**src/rtl/uart_tx_fifo.sv**
```systemverilog
// UART transmitter with an integrated TX FIFO; frames go out back-to-back while data is queued.
// Optional parity bit: define UART_TX_PARITY_EN (PARITY_ODD selects odd parity).
module uart_tx_fifo #(
  parameter int WAIT       = 16,
  parameter int DATA_BITS  = 8,
  parameter int STOP_BITS  = 1,
  parameter int DEPTH      = 4,
  parameter int PARITY_ODD = 0
) (
  input  logic                   clk,
  input  logic                   reset,
  input  logic                   wr_en,
  input  logic [DATA_BITS-1:0]   wr_data,
  output logic                   uart_tx,
  output logic                   busy,
  output logic                   empty,
  output logic                   full,
  output logic [$clog2(DEPTH):0] level,
  output logic                   overflow
);

  localparam int AW = $clog2(DEPTH);
  localparam int PW = AW + 1;
  localparam int CW = $clog2(WAIT);
  localparam int IW = 3;

  typedef enum logic [2:0] {
    S_IDLE   = 3'd0,
    S_START  = 3'd1,
    S_DATA   = 3'd2,
    S_PARITY = 3'd3,
    S_STOP   = 3'd4
  } state_t;

  logic [DATA_BITS-1:0] r_mem [DEPTH];
  logic [PW-1:0]        r_wr_ptr;
  logic [PW-1:0]        r_rd_ptr;
  logic [PW-1:0]        r_level;
  logic                 r_full;
  logic                 r_empty;
  logic                 r_overflow;

  state_t               r_state;
  logic [CW-1:0]        r_bit_cnt;
  logic [IW-1:0]        r_idx;
  logic [DATA_BITS-1:0] r_shift;
  logic                 r_tx;
  logic                 r_busy;

  logic                 w_push;
  logic                 w_pop;
  logic                 w_bit_last;
  logic                 w_stop_last;
  logic [PW-1:0]        w_wr_ptr_nxt;
  logic [PW-1:0]        w_rd_ptr_nxt;
  logic [PW-1:0]        w_level_nxt;
  logic [DATA_BITS-1:0] w_head;

`ifdef UART_TX_PARITY_EN
  logic                 r_parity;

  function automatic logic f_parity(input logic [DATA_BITS-1:0] d);
    logic [31:0] w_odd;
    w_odd = PARITY_ODD;
    return (^d) ^ w_odd[0];
  endfunction
`endif

  assign w_head     = r_mem[r_rd_ptr[AW-1:0]];
  assign w_bit_last = (r_bit_cnt == CW'(WAIT - 1));

  // Push/pop decisions and next-state FIFO pointers; a pop never frees room for a same-cycle push.
  always_comb begin
    w_push       = wr_en & ~r_full;
    w_stop_last  = 1'b0;
    w_wr_ptr_nxt = r_wr_ptr;
    w_rd_ptr_nxt = r_rd_ptr;
    if ((r_state == S_STOP) && w_bit_last && (r_idx == IW'(STOP_BITS - 1))) begin
      w_stop_last = 1'b1;
    end else begin
      w_stop_last = 1'b0;
    end
    w_pop = ~r_empty & ((r_state == S_IDLE) | w_stop_last);
    if (w_push) begin
      w_wr_ptr_nxt = r_wr_ptr + PW'(1);
    end else begin
      w_wr_ptr_nxt = r_wr_ptr;
    end
    if (w_pop) begin
      w_rd_ptr_nxt = r_rd_ptr + PW'(1);
    end else begin
      w_rd_ptr_nxt = r_rd_ptr;
    end
    w_level_nxt = w_wr_ptr_nxt - w_rd_ptr_nxt;
  end

  // FIFO storage, pointers and registered status flags.
  always_ff @(posedge clk or negedge reset) begin
    if (!reset) begin
      for (int i = 0; i < DEPTH; i++) begin
        r_mem[i] <= {DATA_BITS{1'b0}};
      end
      r_wr_ptr   <= {PW{1'b0}};
      r_rd_ptr   <= {PW{1'b0}};
      r_level    <= {PW{1'b0}};
      r_full     <= 1'b0;
      r_empty    <= 1'b1;
      r_overflow <= 1'b0;
    end else begin
      if (w_push) begin
        r_mem[r_wr_ptr[AW-1:0]] <= wr_data;
      end
      r_wr_ptr <= w_wr_ptr_nxt;
      r_rd_ptr <= w_rd_ptr_nxt;
      r_level  <= w_level_nxt;
      r_full   <= (w_level_nxt == PW'(DEPTH));
      r_empty  <= (w_wr_ptr_nxt == w_rd_ptr_nxt);
      if (wr_en && r_full) begin
        r_overflow <= 1'b1;
      end
    end
  end

  // Frame sequencer; the line level is registered alongside the state it belongs to.
  always_ff @(posedge clk or negedge reset) begin
    if (!reset) begin
      r_state   <= S_IDLE;
      r_bit_cnt <= {CW{1'b0}};
      r_idx     <= {IW{1'b0}};
      r_shift   <= {DATA_BITS{1'b0}};
      r_tx      <= 1'b1;
      r_busy    <= 1'b0;
`ifdef UART_TX_PARITY_EN
      r_parity  <= 1'b0;
`endif
    end else begin
      case (r_state)
        S_IDLE: begin
          r_bit_cnt <= {CW{1'b0}};
          r_idx     <= {IW{1'b0}};
          if (w_pop) begin
            r_state <= S_START;
            r_shift <= w_head;
            r_tx    <= 1'b0;
            r_busy  <= 1'b1;
`ifdef UART_TX_PARITY_EN
            r_parity <= f_parity(w_head);
`endif
          end else begin
            r_tx   <= 1'b1;
            r_busy <= 1'b0;
          end
        end
        S_START: begin
          if (w_bit_last) begin
            r_state   <= S_DATA;
            r_bit_cnt <= {CW{1'b0}};
            r_idx     <= {IW{1'b0}};
            r_tx      <= r_shift[0];
            r_shift   <= {1'b0, r_shift[DATA_BITS-1:1]};
          end else begin
            r_bit_cnt <= r_bit_cnt + CW'(1);
          end
        end
        S_DATA: begin
          if (w_bit_last) begin
            r_bit_cnt <= {CW{1'b0}};
            if (r_idx == IW'(DATA_BITS - 1)) begin
              r_idx <= {IW{1'b0}};
`ifdef UART_TX_PARITY_EN
              r_state <= S_PARITY;
              r_tx    <= r_parity;
`else
              r_state <= S_STOP;
              r_tx    <= 1'b1;
`endif
            end else begin
              r_idx   <= r_idx + IW'(1);
              r_tx    <= r_shift[0];
              r_shift <= {1'b0, r_shift[DATA_BITS-1:1]};
            end
          end else begin
            r_bit_cnt <= r_bit_cnt + CW'(1);
          end
        end
        S_PARITY: begin
          if (w_bit_last) begin
            r_state   <= S_STOP;
            r_bit_cnt <= {CW{1'b0}};
            r_idx     <= {IW{1'b0}};
            r_tx      <= 1'b1;
          end else begin
            r_bit_cnt <= r_bit_cnt + CW'(1);
          end
        end
        S_STOP: begin
          if (w_bit_last) begin
            r_bit_cnt <= {CW{1'b0}};
            if (w_stop_last) begin
              r_idx <= {IW{1'b0}};
              // Zero-gap chaining: the next start bit follows the last stop clock directly.
              if (w_pop) begin
                r_state <= S_START;
                r_shift <= w_head;
                r_tx    <= 1'b0;
`ifdef UART_TX_PARITY_EN
                r_parity <= f_parity(w_head);
`endif
              end else begin
                r_state <= S_IDLE;
                r_tx    <= 1'b1;
                r_busy  <= 1'b0;
              end
            end else begin
              r_idx <= r_idx + IW'(1);
            end
          end else begin
            r_bit_cnt <= r_bit_cnt + CW'(1);
          end
        end
        default: begin
          r_state   <= S_IDLE;
          r_bit_cnt <= {CW{1'b0}};
          r_idx     <= {IW{1'b0}};
          r_tx      <= 1'b1;
          r_busy    <= 1'b0;
        end
      endcase
    end
  end

  assign uart_tx  = r_tx;
  assign busy     = r_busy;
  assign empty    = r_empty;
  assign full     = r_full;
  assign level    = r_level;
  assign overflow = r_overflow;

endmodule

```
**config.mk**
```make
export PLATFORM = sky130hd
export DESIGN_NAME = uart_tx_fifo
export DESIGN_NICKNAME = d
export VERILOG_FILES = /design/src/rtl/uart_tx_fifo.sv
export SDC_FILE = /design/constraint.sdc
export NUM_CORES = 1
export LEC_CHECK = 0
export ABC_AREA = 1
export ABC_CLOCK_PERIOD_IN_PS = 2700
export CAP_MARGIN = 30
export CORE_ASPECT_RATIO = 1.1
export CORE_MARGIN = 4
export CORE_UTILIZATION = 30
export CTS_CLUSTER_DIAMETER = 150
export DETAILED_ROUTE_END_ITERATION = 7
export GPL_TIMING_DRIVEN = 0
export SYNTH_ARGS = -nofsm -noshare
export SYNTH_HDL_FRONTEND = slang
export SYNTH_SLANG_ARGS = --single-unit
export TNS_END_PERCENT = 20
```
**constraint.sdc**
```tcl
create_clock -name clk -period 2.7 [get_ports clk]
set_input_delay 0.27 -clock clk [delete_from_list [all_inputs] [get_ports clk]]
set_output_delay 0.27 -clock clk [all_outputs]
set_load 0.03 [all_outputs]
```
==> metrics <==
average size of a mapped cell=between 8 and 9 um2; Post CTS Setup Buffer Count=0; Clock Tree Root=clkbuf_16; required time worst endpoint=around 2900 ps; Synth area leader=dfrtp_1; HPWL after DPL=about 4600 um; actual slew at the worst max-slew pin=around 820 ps; Placer Congestion=0.821; setup_tns=0 ps; CTS Buf Count=9; sequential share of the synthesized area=about half; Max FO, Critical Path=8; Chip Width=around 110 um; Area Overhead vs Synth=23.0%; initial antenna violation count=0; fin crit share=between 80% and 90%; Die ar.=12200 um2; CP arrival=~2600 ps; pin count of the biggest net entering global routing=between 60 and 70; worst vdd ir=approximately 500 uV; first-pass GRT wire length=between 10000 and 15000 um; DRT iter0 DRCs=between 100 and 150; worst setup path class=register to register; status=finished, final reports clean; cells taking the most area after synthesis=dfrtp_1, o21ai_0, nand2_1, nor2_1, ha_1; CP Capture Type=register; Detail Route Antenna Nets=0; Residual DRC=0; Ports=19; later-pin clock latency in the skew report=around 330 ps; via count=between 2000 and 2500; ant diodes=0; Storage cell area=around 1600 um2; Hold/Removal Path Class=input port to async pin; Initial Util=between 30 and 40%; WL final=roughly 6300 um; # fillers=approximately 1100; leak pwr=roughly 1.8 nW; Total Nets Final=405; htree depth=3; vias per cell=between 4 and 5; # rows=39; Post-synth EDFFs=0; Max Cap Viol=0; Synth top area share=between 40% and 50%; Synth async-reset ratio=between 90% and 100%; post-synth cell types=39; register bit total from synthesis=64; Yosys Warn Count=0; area of the multi-input gates=around 1300 um2; Fin. Hold Viols=0; Clock Skew=7.78 ps; Port Buf Inserts=18; vias in the first global route=~2400; unrepaired setup endpoints after global routing=false; final worst path period need=2390 ps; CTS sink count=64; f_max=419 MHz; Primary FF master, synth=dfrtp_1; CTS tree=yes; DRT Pass-1 Iters=4; CTS max path bufs=2; Synth Instances=roughly 350; Routed wire per std cell=~12 um; die height=116 um; final count of pins violating max slew=0; Post-Synthesis Cell Area=roughly 3200 um2; crit path launch type=register; Total Power=3.60 mW; Core ar.=about 10000 um2; Pwr Density=927 nW/um2; gr usage total=between 10% and 20%; proportion of layout cells with a drive suffix above 1=between 10% and 20%; syn_nets=between 300 and 400; grt ovf=0; Final setup violation count=0; CTS clk-pin slew, worst paths=60 ps; Slew headroom=45.5%
[what timing repair did]
| action | CTS | global route |
|---|---|---|
| hold buffers | 0 | 0 |
| setup endpoints to repair | 0 | 1 |
| gates resized for setup | 0 | 1 |
| hold endpoints to repair | 0 | 0 |
[cell usage in the layout (no fill, tap or decap), drive strengths merged, types with 2 or more instances in the layout]
cell           instances
a21oi                  7
a31o                   5
buf                    6
bufinv                 4
clkbuf                14
clkdlybuf4s50         17
clkinv                 3
clkinvlp               2
dfrtp                 62
dfstp                  2
ha                    11
inv                   39
nand2                 71
nand3                 13
nand4                  3
nor2                  46
o21ai                 66
or2                    3
xor2                   3
[layout make-up]
class                   count  area share, %
clock inverters             7           3.70
multi-input cells         238           34.7
plain buffers              10           1.35
clock buffers               9           5.80
flip-flops and latches     64           41.3
repair buffers             18           4.57
inverters                  41           3.96
well taps                 143           4.61
[worst paths after layout]
path	from	endpoint	slack, ps	depth (start not counted)
setup / recovery	r_idx[0]	full	310	11
hold / removal	reset	r_shift[3]	50	1
hold reg to reg	r_mem[0]	r_mem[0]	480	2
setup reg to reg	r_idx[0]	full	310	11
max in group asynchronous	reset	r_mem[15]	2120	1
min in group clk	r_mem[0]	r_mem[0]	480	2
[per-stage QoR]
stage          util, %  setup WS, ps  instances  hold slack [ps]  instance area (um2)
2_1_floorplan        -           579        353            -25.6                 3160
3_3_place_gp      34.0          -870        514              439                 3520
3_5_place_dp      34.0           269        514              426                 3510
4_1_cts           37.5           240        530             76.1                 3880
5_1_grt           37.5           111        530              123                 3880
6_report          37.5           315        530             46.1                 3880
[synth_stat cells (all sizes together), types with 2 or more instances]
cell type	n
a21oi	7
or2	3
dfstp	2
buf	5
nand4	3
nor2	46
ha	11
o21ai	66
clkinv	2
xor2	3
nand3	13
nand2	71
inv	39
a31o	5
clkbuf	5
dfrtp	62
[report_power, final]
| part | switching (mW) | internal, mW |
|---|---|---|
| clock network | 0.419 | 0.996 |
| registers | 0.161 | 1.25 |
| logic | 0.464 | 0.312 |
[worst max-delay path: stages (launching register included)]
cell and delay, ps:
dfrtp_1 400, inv_1 80, ha_1 140, nand2_1 140, o21bai_4 240, nand3b_4 170, xor2_1 200, ha_1 220
fa_1 390, inv_1 70, nand3_1 90, a21oi_1 180
[routing by layer]
layer	GRT usage, %	vias up	part of all wire [%]
li1	-	1207	-
met1	13.4	1092	46
met2	19.7	28	49
met3	2.06	12	2.5
met4	5.44	0	2.2
met5	0	-	0
[cell families after synthesis]
kind of cell,after synthesis,synth area share (%)
buffers and inverters,51,6.54
XOR/XNOR,4,1.35
AND/OR/NAND/NOR,138,20.4
adder cells (fa/ha/maj),12,4.99
AO/OA/AOI/OAI,84,15.9
flip-flops,64,50.8
[registers in the layout, indices dropped and copies added (netlist names), 3 cells and up]
register and count:
level 3, r_bit_cnt 4, r_idx 3, r_mem 32, r_rd_ptr 3, r_shift 8
r_state 3, r_wr_ptr 3
Power figures use the tool's default switching activity.
